File: src/rtl/hood_mode_ctrl.sv
// hood_mode_ctrl: cooker-hood mode controller with fan levels, turbo, clean and cool-down timers.
// Ports: clk, buttom_rst (sync, active-high); sign_* single-cycle press pulses;
//   state (FSM code), fan_level, countdown (seconds left in timed states), light_on, reminder.
// Optional macro HOOD_REMINDER_EN adds the fan run-time accumulator that drives reminder.
module hood_mode_ctrl #(
  parameter int CLK_HZ        = 100000000,
  parameter int LEVELS        = 3,
  parameter int TURBO_SEC     = 60,
  parameter int CLEAN_SEC     = 180,
  parameter int COOL_SEC      = 30,
  parameter int RUN_LIMIT_SEC = 36000,
  localparam int FW           = $clog2(LEVELS + 2)
) (
  input  logic          clk,
  input  logic          buttom_rst,
  input  logic          sign_power,
  input  logic          sign_up,
  input  logic          sign_down,
  input  logic          sign_turbo,
  input  logic          sign_clean,
  input  logic          sign_light,
  output logic [2:0]    state,
  output logic [FW-1:0] fan_level,
  output logic [15:0]   countdown,
  output logic          light_on,
  output logic          reminder
);
  typedef enum logic [2:0] {
    S_OFF = 3'd0, S_STBY = 3'd1, S_RUN = 3'd2, S_TURBO = 3'd3, S_CLEAN = 3'd4, S_COOL = 3'd5
  } state_t;

  state_t         st_q, st_d;
  logic [FW-1:0]  fan_q, fan_d, rem_q, rem_d, lvl;
  logic [15:0]    cd_q, cd_d, cnt;
  logic [31:0]    presc_q, presc_d;
  logic           light_q, light_d, used_q, used_d;
  logic           tick, done, p_pw, p_cl, p_tb, p_up, p_dn, p_lt;

  // Only the highest-priority press of a cycle is seen; light needs a cycle with no other press.
  assign p_pw = sign_power;
  assign p_cl = sign_clean & ~sign_power;
  assign p_tb = sign_turbo & ~sign_power & ~sign_clean;
  assign p_up = sign_up & ~sign_power & ~sign_clean & ~sign_turbo;
  assign p_dn = sign_down & ~sign_power & ~sign_clean & ~sign_turbo & ~sign_up;
  assign p_lt = sign_light & ~(sign_power | sign_clean | sign_turbo | sign_up | sign_down);

  assign tick = presc_q == 32'(CLK_HZ - 1);
  assign done = tick && cd_q == 16'd1;

  always_comb begin
    st_d = st_q;
    lvl = fan_q;
    cnt = cd_q;
    used_d = used_q;
    rem_d = rem_q;
    case (st_q)
      S_OFF: if (p_pw) begin st_d = S_STBY; used_d = 1'b0; end
      S_STBY:
        if (p_pw) st_d = S_OFF;
        else if (p_cl) begin st_d = S_CLEAN; cnt = 16'(CLEAN_SEC); end
        else if (p_up) begin st_d = S_RUN; lvl = FW'(1); end
      S_RUN:
        if (p_pw) begin st_d = S_COOL; cnt = 16'(COOL_SEC); end
        else if (p_tb && !used_q) begin st_d = S_TURBO; cnt = 16'(TURBO_SEC); rem_d = fan_q; used_d = 1'b1; end
        else if (p_up) lvl = fan_q == FW'(LEVELS) ? fan_q : fan_q + FW'(1);
        else if (p_dn) begin
          if (fan_q == FW'(1)) st_d = S_STBY;
          else lvl = fan_q - FW'(1);
        end
      S_TURBO:
        if (p_pw) begin st_d = S_COOL; cnt = 16'(COOL_SEC); end
        else if (p_tb || done) begin st_d = S_RUN; lvl = rem_q; end
        else if (tick) cnt = cd_q - 16'd1;
      S_CLEAN:
        if (p_pw || done) st_d = S_STBY;
        else if (tick) cnt = cd_q - 16'd1;
      S_COOL:
        if (p_pw || done) st_d = S_OFF;
        else if (p_up) begin st_d = S_RUN; lvl = FW'(1); end
        else if (tick) cnt = cd_q - 16'd1;
      default: st_d = S_OFF;
    endcase
    fan_d = st_d == S_TURBO ? FW'(LEVELS + 1) : st_d == S_CLEAN ? FW'(LEVELS) :
            st_d == S_COOL ? FW'(1) : st_d == S_RUN ? lvl : '0;
    cd_d = (st_d == S_TURBO || st_d == S_CLEAN || st_d == S_COOL) ? cnt : 16'd0;
    light_d = st_d == S_OFF ? 1'b0 : (p_lt && st_q != S_OFF) ? ~light_q : light_q;
    // Restart the prescaler when a timed state is entered so its first second is full.
    presc_d = (st_d != st_q && (st_d == S_TURBO || st_d == S_CLEAN || st_d == S_COOL)) || tick ?
              32'd0 : presc_q + 32'd1;
  end

  always_ff @(posedge clk) begin
    if (buttom_rst) begin
      st_q <= S_OFF;
      fan_q <= '0;
      cd_q <= 16'd0;
      light_q <= 1'b0;
      presc_q <= 32'd0;
      used_q <= 1'b0;
      rem_q <= FW'(1);
    end else begin
      st_q <= st_d;
      fan_q <= fan_d;
      cd_q <= cd_d;
      light_q <= light_d;
      presc_q <= presc_d;
      used_q <= used_d;
      rem_q <= rem_d;
    end
  end

  assign state = st_q;
  assign fan_level = fan_q;
  assign countdown = cd_q;
  assign light_on = light_q;

`ifdef HOOD_REMINDER_EN
  logic [31:0] acc_q;
  logic        clean_done;
  assign clean_done = st_q == S_CLEAN && !p_pw && done;
  // Saturating count of seconds with the fan spinning; a finished clean cycle resets it.
  always_ff @(posedge clk) begin
    if (buttom_rst || clean_done) acc_q <= 32'd0;
    else if (tick && fan_q != '0 && acc_q != '1) acc_q <= acc_q + 32'd1;
  end
  assign reminder = acc_q >= 32'(RUN_LIMIT_SEC);
`else
  assign reminder = 1'b0;
`endif
endmodule

File: config.mk
export PLATFORM = sky130hd
export DESIGN_NAME = hood_mode_ctrl
export DESIGN_NICKNAME = d
export VERILOG_FILES = /design/src/rtl/hood_mode_ctrl.sv
export SDC_FILE = /design/constraint.sdc
export NUM_CORES = 1
export LEC_CHECK = 0
export CORE_ASPECT_RATIO = 0.6
export CORE_MARGIN = 8
export CORE_UTILIZATION = 68
export DETAILED_ROUTE_END_ITERATION = 6
export DONT_BUFFER_PORTS = 1
export PLACE_DENSITY_LB_ADDON = 0.05
export RECOVER_POWER = 50
export REMOVE_ABC_BUFFERS = 1
export SLEW_MARGIN = 40
export SYNTH_ARGS = -nofsm -noshare
export SYNTH_HDL_FRONTEND = slang
export SYNTH_SLANG_ARGS = --single-unit
File: constraint.sdc
create_clock -name clk -period 4.2 [get_ports clk]
set_clock_uncertainty 0.05 [all_clocks]
set_input_delay 0.63 -clock clk [delete_from_list [all_inputs] [get_ports clk]]
set_output_delay 0.63 -clock clk [all_outputs]
set_load 0.03 [all_outputs]
Yosys cells after proc, flatten, opt, wreduce, memory -nomap -nowiden
Index checks and enable logic that the tools add are counted.
{"block": "word_totals", "wordCells": 150, "ff_bits": 59}
{"block": "op_classes", "eq_ne": 46, "addsub": 4, "n_mux": 46, "n_reduce_logical": 24, "n_bitwise": 22}
{"op": "16-bit two-way mux", "n": 10}
{"op": "3-bit two-way mux", "n": 29}
{"op": "16-bit case mux with 5 select lines", "n": 1}
{"op": "6-bit inequality test (second input constant)", "n": 10}
{"op": "5-bit inequality test (second input constant)", "n": 7}
{"op": "32-bit by 1-bit adder with 32-bit output (second input constant)", "n": 1}
{"op": "32-bit by 27-bit == test with 1-bit output (second input constant)", "n": 1}
{"op": "11-bit AND reduction", "n": 2}
{"op": "7-bit inequality test (second input constant)", "n": 3}
{"op": "3-bit case mux with 6 select lines", "n": 1}
{"op": "16-bit by 1-bit == test with 1-bit output (second input constant)", "n": 1}
{"op": "2-bit inequality test (second input constant)", "n": 8}
{"op": "16-bit by 1-bit subtractor with 16-bit output (second input constant)", "n": 1}
{"op": "3-bit by 2-bit == test with 1-bit output (second input constant)", "n": 5}
{"op": "3-bit == test (second input constant)", "n": 4}
{"op": "3-bit case mux with 4 select lines", "n": 1}
{"op": "1-bit AND", "n": 11}
{"op": "8-bit by 1-bit inequality test with 1-bit output (second input constant)", "n": 1}
{"op": "8-bit AND reduction", "n": 1}
{"op": "2-bit OR reduction", "n": 4}
{"op": "7-bit by 1-bit inequality test with 1-bit output (second input constant)", "n": 1}
{"op": "1-bit inverter", "n": 7}
{"op": "3-bit by 1-bit == test with 1-bit output (second input constant)", "n": 2}
{"op": "3-bit logical NOT", "n": 2}
{"op": "15 further kinds", "n": 28}

Longest topological paths before layout
Gate-level depths: netlist of run 1.
{"block": "depth", "word_depth": 16, "depth_mapped": 10}

Least setup slack after synthesis of run 1
Ideal clock, no wire load.
{"block": "synth_path", "path_type": "input-to-reg", "startpoint": "input sign_power", "endpoint": "register presc_q[4]", "slack_ps": 1235, "path_buffers": 2, "t_required_ps": 4016, "cell_stages": 9, "t_arrival_ps": 2781, "path_cell_list": "buf_2 or4_4 o211ai_1 or3b_1 a21boi_4 a31oi_1 a2bb2oi_2 buf_2 nor3_1"}
{"block": "synth_between", "elab_chain_len": 16, "elab_cells_between_ends": 36, "classes_between": "4 x eq/ne; 13 x mux; 11 x bitwise; 8 x reduce/logical"}
{"element": "from (decl)", "line": "16", "source": "input logic sign_power,"}
{"element": "1-bit inverter (no line)"}
{"element": "1-bit AND (4 in series)", "line": "44", "source": "assign p_dn = sign_down & ~sign_power & ~sign_clean & ~sign_turbo & ~sign_up;"}
{"element": "3-bit two-way mux", "line": "66", "source": "else if (p_dn) begin"}
{"element": "3-bit two-way mux", "line": "65", "source": "else if (p_up) lvl = fan_q == FW'(LEVELS) ? fan_q : fan_q + FW'(1);"}
{"element": "3-bit two-way mux", "line": "64", "source": "else if (p_tb && !used_q) begin st_d = S_TURBO; cnt = 16'(TURBO_SEC); rem_d = fan_q; used_d = 1'b1; end"}
{"element": "3-bit two-way mux", "line": "63", "source": "if (p_pw) begin st_d = S_COOL; cnt = 16'(COOL_SEC); end"}
{"element": "3-bit case mux with 6 select lines *", "line": "56", "source": "case (st_q)"}
{"element": "3-bit by 2-bit == test with 1-bit output / 3-bit == test (equally long branches)", "line": "88", "source": "presc_d = (st_d != st_q && (st_d == S_TURBO || st_d == S_CLEAN || st_d == S_COOL)) || tick ?"}
{"element": "1-bit logical OR (2 in series)", "line": "88"}
{"element": "1-bit logical AND *", "line": "88"}
{"element": "1-bit logical OR *", "line": "88"}
{"element": "2-bit OR reduction (no line) *"}
{"element": "to (signal assigned)", "line": "106", "source": "presc_q <= presc_d;"}
{"element": "to (decl)", "line": "35", "source": "logic [31:0] presc_q, presc_d;"}
Every way passes the cells marked *; elsewhere a longest branch is shown, timed or not.
A chain may end at the register's enable or synchronous reset.

Final worst setup path of run 1
{"block": "layout_path", "startpoint": "register cd_q[0] (netlist: countdown[0])", "endpoint": "register presc_q[12]"}
{"block": "layout_between", "elab_chain_len": 12, "elab_cells_between_ends": 18, "classes_between": "5 x eq/ne; 5 x mux; 8 x reduce/logical"}
{"element": "from (decl)", "line": "34", "source": "logic [15:0] cd_q, cd_d, cnt;"}
{"element": "from (signal assigned)", "line": "96", "source": "cd_q <= 16'd0;"}
{"element": "from (signal assigned)", "line": "104", "source": "cd_q <= cd_d;"}
{"element": "16-bit by 1-bit == test with 1-bit output *", "line": "48", "source": "assign done = tick && cd_q == 16'd1;"}
{"element": "1-bit logical AND *", "line": "48"}
{"element": "1-bit logical OR", "line": "72", "source": "else if (p_tb || done) begin st_d = S_RUN; lvl = rem_q; end"}
{"element": "3-bit two-way mux", "line": "72"}
{"element": "3-bit two-way mux", "line": "71", "source": "if (p_pw) begin st_d = S_COOL; cnt = 16'(COOL_SEC); end"}
{"element": "3-bit case mux with 6 select lines *", "line": "56"}
{"element": "3-bit by 2-bit == test with 1-bit output / 3-bit == test (equally long branches)", "line": "88"}
{"element": "1-bit logical OR (2 in series)", "line": "88"}
{"element": "1-bit logical AND *", "line": "88"}
{"element": "1-bit logical OR *", "line": "88"}
{"element": "2-bit OR reduction (no line) *"}
Marks and branches as above.

==> results of run 1 <==
## synth_stat cells, types with 2 or more instances
library cell / number
or4_1: 3
a211o_1: 2
nor2b_1: 4
a221oi_1: 5
nor3_1: 33
or3_1: 2
and4_1: 3
o211ai_1: 3
nor2_1: 30
a21boi_0: 2
and3_1: 8
or4_4: 2
a22oi_1: 2
nand2_1: 28
nand3_1: 16
nor4_2: 21
a211oi_1: 3
inv_1: 10
a31oi_1: 4
buf_2: 4
dfxtp_1: 59
nand2b_1: 8
xnor2_1: 23
nor4b_1: 5
xor2_1: 24
buf_6: 2
o211a_1: 3
a21oi_1: 11
a311oi_1: 2
o21ai_0: 8
nor4_1: 11
ha_1: 7
nand4_1: 10
nor4bb_1: 3
clkbuf_1: 14
## path summary, 6_finish.rpt
path / from / end / slack (ns) / cells after the start
setup / recovery: countdown[0] / presc_q[12] / 0.89 / 9
hold / removal: buttom_rst / presc_q[28] / 0.30 / 1
setup reg to reg: countdown[0] / presc_q[12] / 0.89 / 9
hold reg to reg: used_q / used_q / 0.41 / 2
## report_power, final
| part | internal, W | leakage (nW) | switching (W) |
|---|---|---|---|
| Clock | 0.000350 | 0.108 | 0.000243 |
| Sequential | 0.000564 | 0.476 | 0.0000105 |
| Combinational | 0.0000228 | 0.647 | 0.0000378 |
| Total | 0.000937 | 1.23 | 0.000291 |
## worst max-delay path, stage by stage, from the launching register on
cell	delay, ns
dfxtp_1	0.60
ha_1	0.25
nor4b_1	0.24
nand4_1	0.22
nor4_1	0.51
o21ai_0	0.20
a31oi_1	0.42
a2bb2oi_4	0.17
buf_4	0.40
nor3_1	0.10
## stage by stage
step	cell area (um^2)	instances	TNS, ns
final	3704	457	0
after global routing	3704	457	0
after CTS	3705	457	0
after detailed placement	3478	441	0
after global placement	3472	441	0
after floorplan	3343	371	-2.310
## per-layer routing
| layer | part of all wire, % | wire, um |
|---|---|---|
| met1 | 50 | 3974 |
| met5 | 0 | 0 |
| met2 | 39 | 3136 |
| met3 | 10 | 810 |
| met4 | 0.89 | 71 |
## final cells by class
type                    instances  share of cell area [%]
inverters                      10                   1.014
clock buffers                  10                   3.716
clock inverters                 6                   2.399
repair buffers                  4                  0.7095
multi-input cells             302                   58.04
well taps                      66                   2.230
flip-flops and latches         59                   31.89
## flip-flops by register name, indices dropped and copies added (netlist names)
signal,count
fan_level,3
light_on,1
presc_q,32
state,3
rem_q,3
countdown,16
used_q,1
## kinds of logic after synthesis
group / count (synthesis)
AND/OR/NAND/NOR: 193
flip-flops: 59
AO/OA/AOI/OAI: 53
XOR/XNOR: 47
buffers and inverters: 32
adder cells (fa/ha/maj): 7
other: 1
multiplexers: 1
==> results.toml, run 1 <==
[logic_synthesis]
yosys.area.top_type = "dfxtp_1"
ys_ff_latch = 59
synth_cell_types = 53
synth-xor-area-share_pct = 11.93
synth-edff-count = 0
yosysTopAreaCellShare_pct = 34.23
synth_top_family_by_area = "simple AND/OR/NAND/NOR gates"
synth_compound_area_share_pct = 11.89
yosys_warnings = 0
synthArstFlopShare_pct = 0
synth-main-ff-cell = "dfxtp_1"
syn_area_um2 = 3451
avgSynthCellArea_um2 = 8.781
synth_area_leaders = "dfxtp_1, nor4_2, xor2_1"
synth-seq-area-share_pct = 34.23
synth-simple-area-share_pct = 34.81
synth_cells = 393
yosys-mux-area-fraction_pct = 0.2901
yosys.area_share.adder_pct = 2.538

[global_route]
grt_usage_pct = 21.29
overflow = 0
grt_max_degree = 43
use_met2_pct = 27.76
grt_pass1_vias = 2617
grt.busiest_layer = "met1"
grt_use_met1_pct = 30.48
grt_pass1_wl_mm = 13.04
antenna_found_initial = 0
grt_use_met3_pct = 9.066

[worst_setup_path]
crit_path_end_kind = "flop"
start_kind = "flop"
critical_path_class = "flop to flop"
worstPathArrival_ns = 3.48
crit_fanout = 32
required_ns = 4.36

[flow_run]
drv_cap = 0

[cts]
cts_made_buffers = 9
cts_tree = "yes"
cts-root-buf = "clkbuf_8"
cts_max_level = 3
cts_resized = 0
cts_buffer_depth = 2
cts_setup_buffers = 0
path_clk_slew_ns = 0.07
clock_sink_count = 59
clock_latency_ns = 0.34
postCtsHoldBufs = 0

[place]
place_ws_ns = 0.8711
dp_hpwl_mm = 5.570
port_buffers = 0
gp_congestion = 0.9249

[power_and_ir_drop]
peakVddDrop_uv = 271.3
power.total_w = 0.001228
power.leakage_nw = 1.232
p_per_area_nw_per_um2 = 331.5

[worst_hold_path]
hold_class = "input port to flop"

[routing]
viasPerCell = 6.324
drt_iter0_markers = 181
drt-pass1-iter-count = 5
route.vias.total = 2890
wirelength_mm = 7.992
drc = 0
ant_nets = 0
wl_per_cell_um = 17.49

[floorplan]
chipWidth_um = 108.0
start_util_pct = 69.30
die_h_um = 71.18
fp-row-count = 20
die_area_um2 = 7685
pin_count = 32
core_area_um2 = 4980

[cells_and_area]
final_nets = 401
multi_input_comb_area_um2 = 2150
final_cell_mix = "dfxtp_1, nor3_1, nor2_1, nand2_1, xor2_1"
drive_gt1_share_pct = 13.04
layout_commonest_cell = "dfxtp_1"
ff_latch_area_um2 = 1181
fin_util_pct = 74.37
area_delta_synth_final_pct = 7.324
insertedDiodeCount = 0
nFillCells = 392

[sta]
rsz0062_at_grt = "no"
fin_ws_ns = 0.8882
slew_viol_final = 0
holdWs_ns = 0.3046
slew-limit-headroom_pct = 47.18
max_freq_mhz = 301.9
fin_crit_sh_pct = 78.85
setup_violations = 0
final.min_clock_period_ns = 3.312
tightest_slew_ns = 0.7880
hold_viol_final = 0

[run_status]
status = "finished, final reports clean"
(Power assumes the default switching activity.)
==> run 2: changes to the inputs <==
CORE_UTILIZATION = 57   (was 68)
clock period = 2.7 ns   (was 4.2 ns; I/O delays follow)
==> run 2 against run 1 <==
Critical path depth is the same. Count of clock-buffer cells in the layout is the same. First-iteration DRC count grew 25%. Critical path type unchanged. Largest power group unchanged.
==> results.toml, run 2 (synthesized netlist as in run 1, its figures left out) <==
[cells_and_area]
ff_latch_area_um2 = 1182
final_cell_mix = "dfxtp_1, buf_4, nor2_1, nand2_1, nor4_2"
top_register = "presc_q"
area_delta_synth_final_pct = 25.09
insertedDiodeCount = 0
multi_input_comb_area_um2 = 2312
drive_gt1_share_pct = 26.43
layout_commonest_cell = "dfxtp_1"
largest_register_ffs = 32
fin_area_um2 = 4317
nFillCells = 493
final_nets = 464

[sta]
rsz0062_at_grt = "yes"
hold_viol_final = 0
slew-limit-headroom_pct = 60.35
tightest_slew_ns = 0.5947
fin_crit_sh_pct = 99.12
setup_violations = 0
slew_viol_final = 0
max_freq_mhz = 373.7
final.min_clock_period_ns = 2.676

[place]
gp_congestion = 0.8860
dp_hpwl_mm = 6.443
dpl_cell_area_um2 = 3993
port_buffers = 0

[floorplan]
chipWidth_um = 116.5
fp-row-count = 22
die_h_um = 76.27
die_area_um2 = 8882
core_area_um2 = 5973
pin_count = 32
start_util_pct = 57.77

[worst_setup_path]
rr_worst_depth = 9
max_stage_delay_ns = 0.62
cp_cell_sequence = "nor4b_4, buf_4, nand4_1, or4_4, a21boi_4, a31oi_4, a2bb2oi_4, buf_12, nor4b_1"
start_kind = "flop"
r2r_start = "presc_q[27]"
worstPathArrival_ns = 2.88
path_buf_inv = 2
crit_start = "presc_q[27]"
required_ns = 2.90
cp_top_family = "simple AND/OR/NAND/NOR gates"
critical_path_class = "flop to flop"
r2r_setup_slack_ns = 0.02
cp_slowest_cell = "or4_4"
r2r-end = "presc_q[1]"
crit_path_end_kind = "flop"
crit_fanout = 19

[cts]
cts_tree = "yes"
cts_buffer_depth = 2
cts_max_level = 3
cts_setup_buffers = 0
cts_made_buffers = 9
postCtsHoldBufs = 0
path_clk_slew_ns = 0.07
clock_latency_ns = 0.34
cts-root-buf = "clkbuf_8"
clock_sink_count = 59

[global_route]
grt_usage_pct = 20.31
grt.busiest_layer = "met1"
overflow = 0
antenna_found_initial = 0
grt_pass1_wl_mm = 14.49
grt_max_degree = 43
grt_use_met1_pct = 29.21
use_met2_pct = 28.60
grt_use_met3_pct = 5.617
grt_pass1_vias = 2926

[worst_hold_path]
min_from = "buttom_rst"
holdPathEnd = "presc_q[27]"
whs_path_depth = 1
hold_class = "input port to flop"

[routing]
drt_iter0_markers = 226
wirelength_mm = 9.080
drc = 0
drt-pass1-iter-count = 5
viasPerCell = 5.941
route.vias.total = 3196
ant_nets = 0
wl_per_cell_um = 16.88

[power_and_ir_drop]
power.leakage_nw = 1.505
peakVddDrop_uv = 384.4
power.total_w = 0.001936
p_per_area_nw_per_um2 = 448.4

[flow_run]
drv_cap = 0

[run_status]
status = "finished, final reports clean"
-- run 2: what timing repair did --
action                                  CTS  global route
resized for setup                         8            25
endpoints found under the setup margin   46            45
pin swaps                                 2            11
-- run 2: metrics by stage --
step | utilization (%) | worst slack (ns) | hold slack, ns | TNS (ns) | std cells
detailed placement | 66.84 | -0.1676 | 0.4064 | -3.155 | 522
finish | 72.27 | 0.02378 | 0.06977 | 0 | 538
CTS | 71.32 | 0.01754 | 0.05874 | 0 | 538
floorplan | - | -1.866 | 0.3815 | -57.08 | 371
global placement | 66.84 | -0.1054 | 0.4022 | -1.744 | 522
global route | 72.27 | -0.09597 | 0.05303 | -2.399 | 538
-- run 2: layer usage --
metal	wire length [um]	vias to the layer above
met3	725	4
met5	0	-
li1	-	1557
met2	3865	98
met4	59	0
met1	4430	1537
-- run 2: worst max-delay path by stage --
stage,end,slack [ns],cells after the start
2_1_floorplan,countdown[12],-1.87,7
3_3_place_gp,countdown[12],-0.11,9
3_5_place_dp,countdown[11],-0.17,9
4_1_cts,fan_level[2],0.02,7
5_1_grt,presc_q[16],-0.1,10
6_report,presc_q[1],0.02,9
-- run 2: final cells by class --
cell class	instances	share of cell area, %
multi-input combinational	302	53.57
sequential	59	27.39
timing repair buffer	67	10.49
clock buffer	10	3.188
tap	84	2.435
clock inverter	6	2.058
inverter	10	0.8696
-- run 2: worst register-to-register path: cells and delay by family (launching register included) --
family                 cells  cell delay [ns]
AOI/OAI and AO/OA          3             0.56
buffers and inverters      2             0.34
DFF                        1             0.34
and+or+nand+nor            4             1.30
-- run 2: where the power goes --
part | leakage, nW | switching [W] | internal [W]
Clock | 0.108 | 0.000368 | 0.000544
Combinational | 0.920 | 0.0000800 | 0.0000592
Sequential | 0.477 | 0.00000700 | 0.000877
Total | 1.51 | 0.000455 | 0.00148
==> run 3: changes to the inputs <==
--- a/config.mk
+++ b/config.mk
@@ -11,5 +11,5 @@
 export DETAILED_ROUTE_END_ITERATION = 6
 export DONT_BUFFER_PORTS = 1
-export PLACE_DENSITY_LB_ADDON = 0.05
+export PLACE_DENSITY = 0.75
 export RECOVER_POWER = 50
 export REMOVE_ABC_BUFFERS = 1
==> constraint.sdc (replaced) <==
create_clock -name clk -period 2.7 [get_ports clk]
set_clock_uncertainty 0.05 [all_clocks]
set_input_delay 0.27 -clock clk [delete_from_list [all_inputs] [get_ports clk]]
set_output_delay 0.27 -clock clk [all_outputs]
set_load 0.03 [all_outputs]
==> run 3 against run 2 <==
The flow now finishes with violations (setup timing). First-iteration DRC count is 91% higher. Critical path depth down 1. Fmax down 5.5%. Count of clock-buffer cells in the layout is 2 higher. Setup slack got worse by 0.15 ns. Cell count decreased by 0.37%. Sequential cell count stayed put. Critical path type unchanged. Critical endpoint is now presc_q[21]. Largest cell class unchanged.
==> results.toml, run 3 (synthesized netlist as in run 1, its figures left out) <==
[cts]
path_clk_slew_ns = 0.07
clock_latency_ns = 0.36
cts_tree = "yes"
cts_buffer_depth = 2
clock_sink_count = 59
cts_max_level = 3
cts_made_buffers = 9
cts-root-buf = "clkbuf_8"

[worst_hold_path]
holdPathEnd = "presc_q[17]"
hold_class = "input port to flop"
whs_path_depth = 3
min_from = "buttom_rst"

[routing]
drc = 0
wirelength_mm = 9.918
drt-pass1-iter-count = 5
ant_nets = 0
route.vias.total = 3290
wl_per_cell_um = 18.50
viasPerCell = 6.138
drt_iter0_markers = 431

[worst_setup_path]
worstPathArrival_ns = 3.01
rr_worst_depth = 8
r2r_setup_slack_ns = -0.13
critical_path_class = "flop to flop"
required_ns = 2.87
crit_path_end_kind = "flop"
r2r-end = "presc_q[21]"
r2r_start = "presc_q[12]"
start_kind = "flop"
crit_fanout = 12

[floorplan]
start_util_pct = 57.77
die_h_um = 76.27
die_area_um2 = 8882
pin_count = 32
core_area_um2 = 5973
chipWidth_um = 116.5
fp-row-count = 22

[cells_and_area]
fin_util_pct = 71.97
fin_cells = 536
drive_gt1_share_pct = 24.78
final_nets = 462
largest_register_ffs = 32
top_register = "presc_q"
area_delta_synth_final_pct = 24.58
layout_commonest_cell = "dfxtp_1"
final_cell_mix = "dfxtp_1, buf_4, nor2_1, nand2_1, nor3_1"
insertedDiodeCount = 0

[sta]
max_freq_mhz = 353.2
fin_crit_sh_pct = 104.9
setup_violations = 2
slew-limit-headroom_pct = 58.82
hold_viol_final = 0
final.min_clock_period_ns = 2.831
tightest_slew_ns = 0.6113
rsz0062_at_grt = "yes"
fin_ws_ns = -0.1311
slew_viol_final = 0

[global_route]
grt_pass1_vias = 3046
grt_max_degree = 40
antenna_found_initial = 0
grt_usage_pct = 21.87
overflow = 0
grt_pass1_wl_mm = 15.31

[place]
dp_hpwl_mm = 6.795
port_buffers = 0
gp_congestion = 0.9478
place_ws_ns = -0.1099
placed_cells = 516

[run_status]
status = "finished with violations"
violations = "setup timing"

[power_and_ir_drop]
power.leakage_nw = 1.510
peakVddDrop_uv = 256.1
p_per_area_nw_per_um2 = 460.0

[flow_run]
drv_cap = 0
==> run 3: changes by cell type in the layout (fill, tap and decap cells not counted), moves of 2 or more <==
| cell | previous run | this run |
|---|---|---|
| buf_12 | 2 | 4 |
| buf_4 | 45 | 37 |
| buf_6 | 0 | 2 |
| clkbuf_1 | 20 | 22 |
| ha_2 | 2 | 0 |
| nor3_1 | 24 | 26 |
| nor4_1 | 7 | 10 |
| nor4_2 | 25 | 21 |
| or3b_4 | 0 | 2 |
==> run 3: power by group <==
group          switching (W)  internal (W)  total [W]
Sequential        0.00000706      0.000878   0.000885
Clock               0.000362      0.000569   0.000931
Combinational      0.0000972     0.0000653   0.000163
Total               0.000466       0.00151    0.00198
==> run 3: layer usage <==
metal,vias up,global-route usage [%],share of wire (%)
met5,-,0,0
met4,0,7.851,1.1
met3,16,10.21,10
met2,153,28.14,42
met1,1568,30.43,47
li1,1553,-,-
==> run 3: through the flow <==
stage | hold WS, ns | power [W] | TNS (ns) | instance area [um^2]
floorplan | 0.2910 | 0.0009817 | -57.08 | 3343
global placement | 0.3045 | 0.001027 | 0 | 3960
detailed placement | 0.3056 | 0.001028 | -1.490 | 3960
CTS | 0.002593 | 0.001970 | 0 | 4247
global route | 0.03539 | 0.002034 | -2.001 | 4299
finish | 0.04296 | 0.001978 | -0.1500 | 4299
==> run 3: worst max path at each step <==
stage                  from       endpoint  cells after the start
4_1_cts          presc_q[9]    presc_q[19]                      9
3_5_place_dp     presc_q[9]    presc_q[19]                      9
5_1_grt        countdown[1]    presc_q[21]                     10
3_3_place_gp     sign_power   countdown[6]                      9
2_1_floorplan   presc_q[20]  countdown[12]                      7
6_report        presc_q[12]    presc_q[21]                      8
==> run 3: area by class of cell <==
class | count | area (um^2)
Multi-Input combinational cell | 302 | 2276
Fill cell | 498 | 1674
Sequential cell | 59 | 1184
Timing Repair Buffer | 65 | 469.2
Clock buffer | 12 | 155.1
Tap cell | 84 | 105.1
Clock inverter | 4 | 72.57
Inverter | 10 | 37.54
==> run 3: critical path: stages (launching register included) <==
cell	delay (ns)
dfxtp_1	0.34
nor4bb_1	0.28
nand4_1	0.27
or4_4	0.65
a21boi_4	0.23
a31oi_4	0.14
a2bb2oi_4	0.22
buf_12	0.19
nor4_1	0.33
==> run 3: timing repair <==
item | in CTS | in global routing
setup endpoints to repair | 28 | 46
setup buffers | 0 | 1
pin swaps | 0 | 6
endpoints found under the hold margin | 40 | 0
gates cloned | 0 | 1
hold buffers | 2 | 0
gates resized for setup | 6 | 29
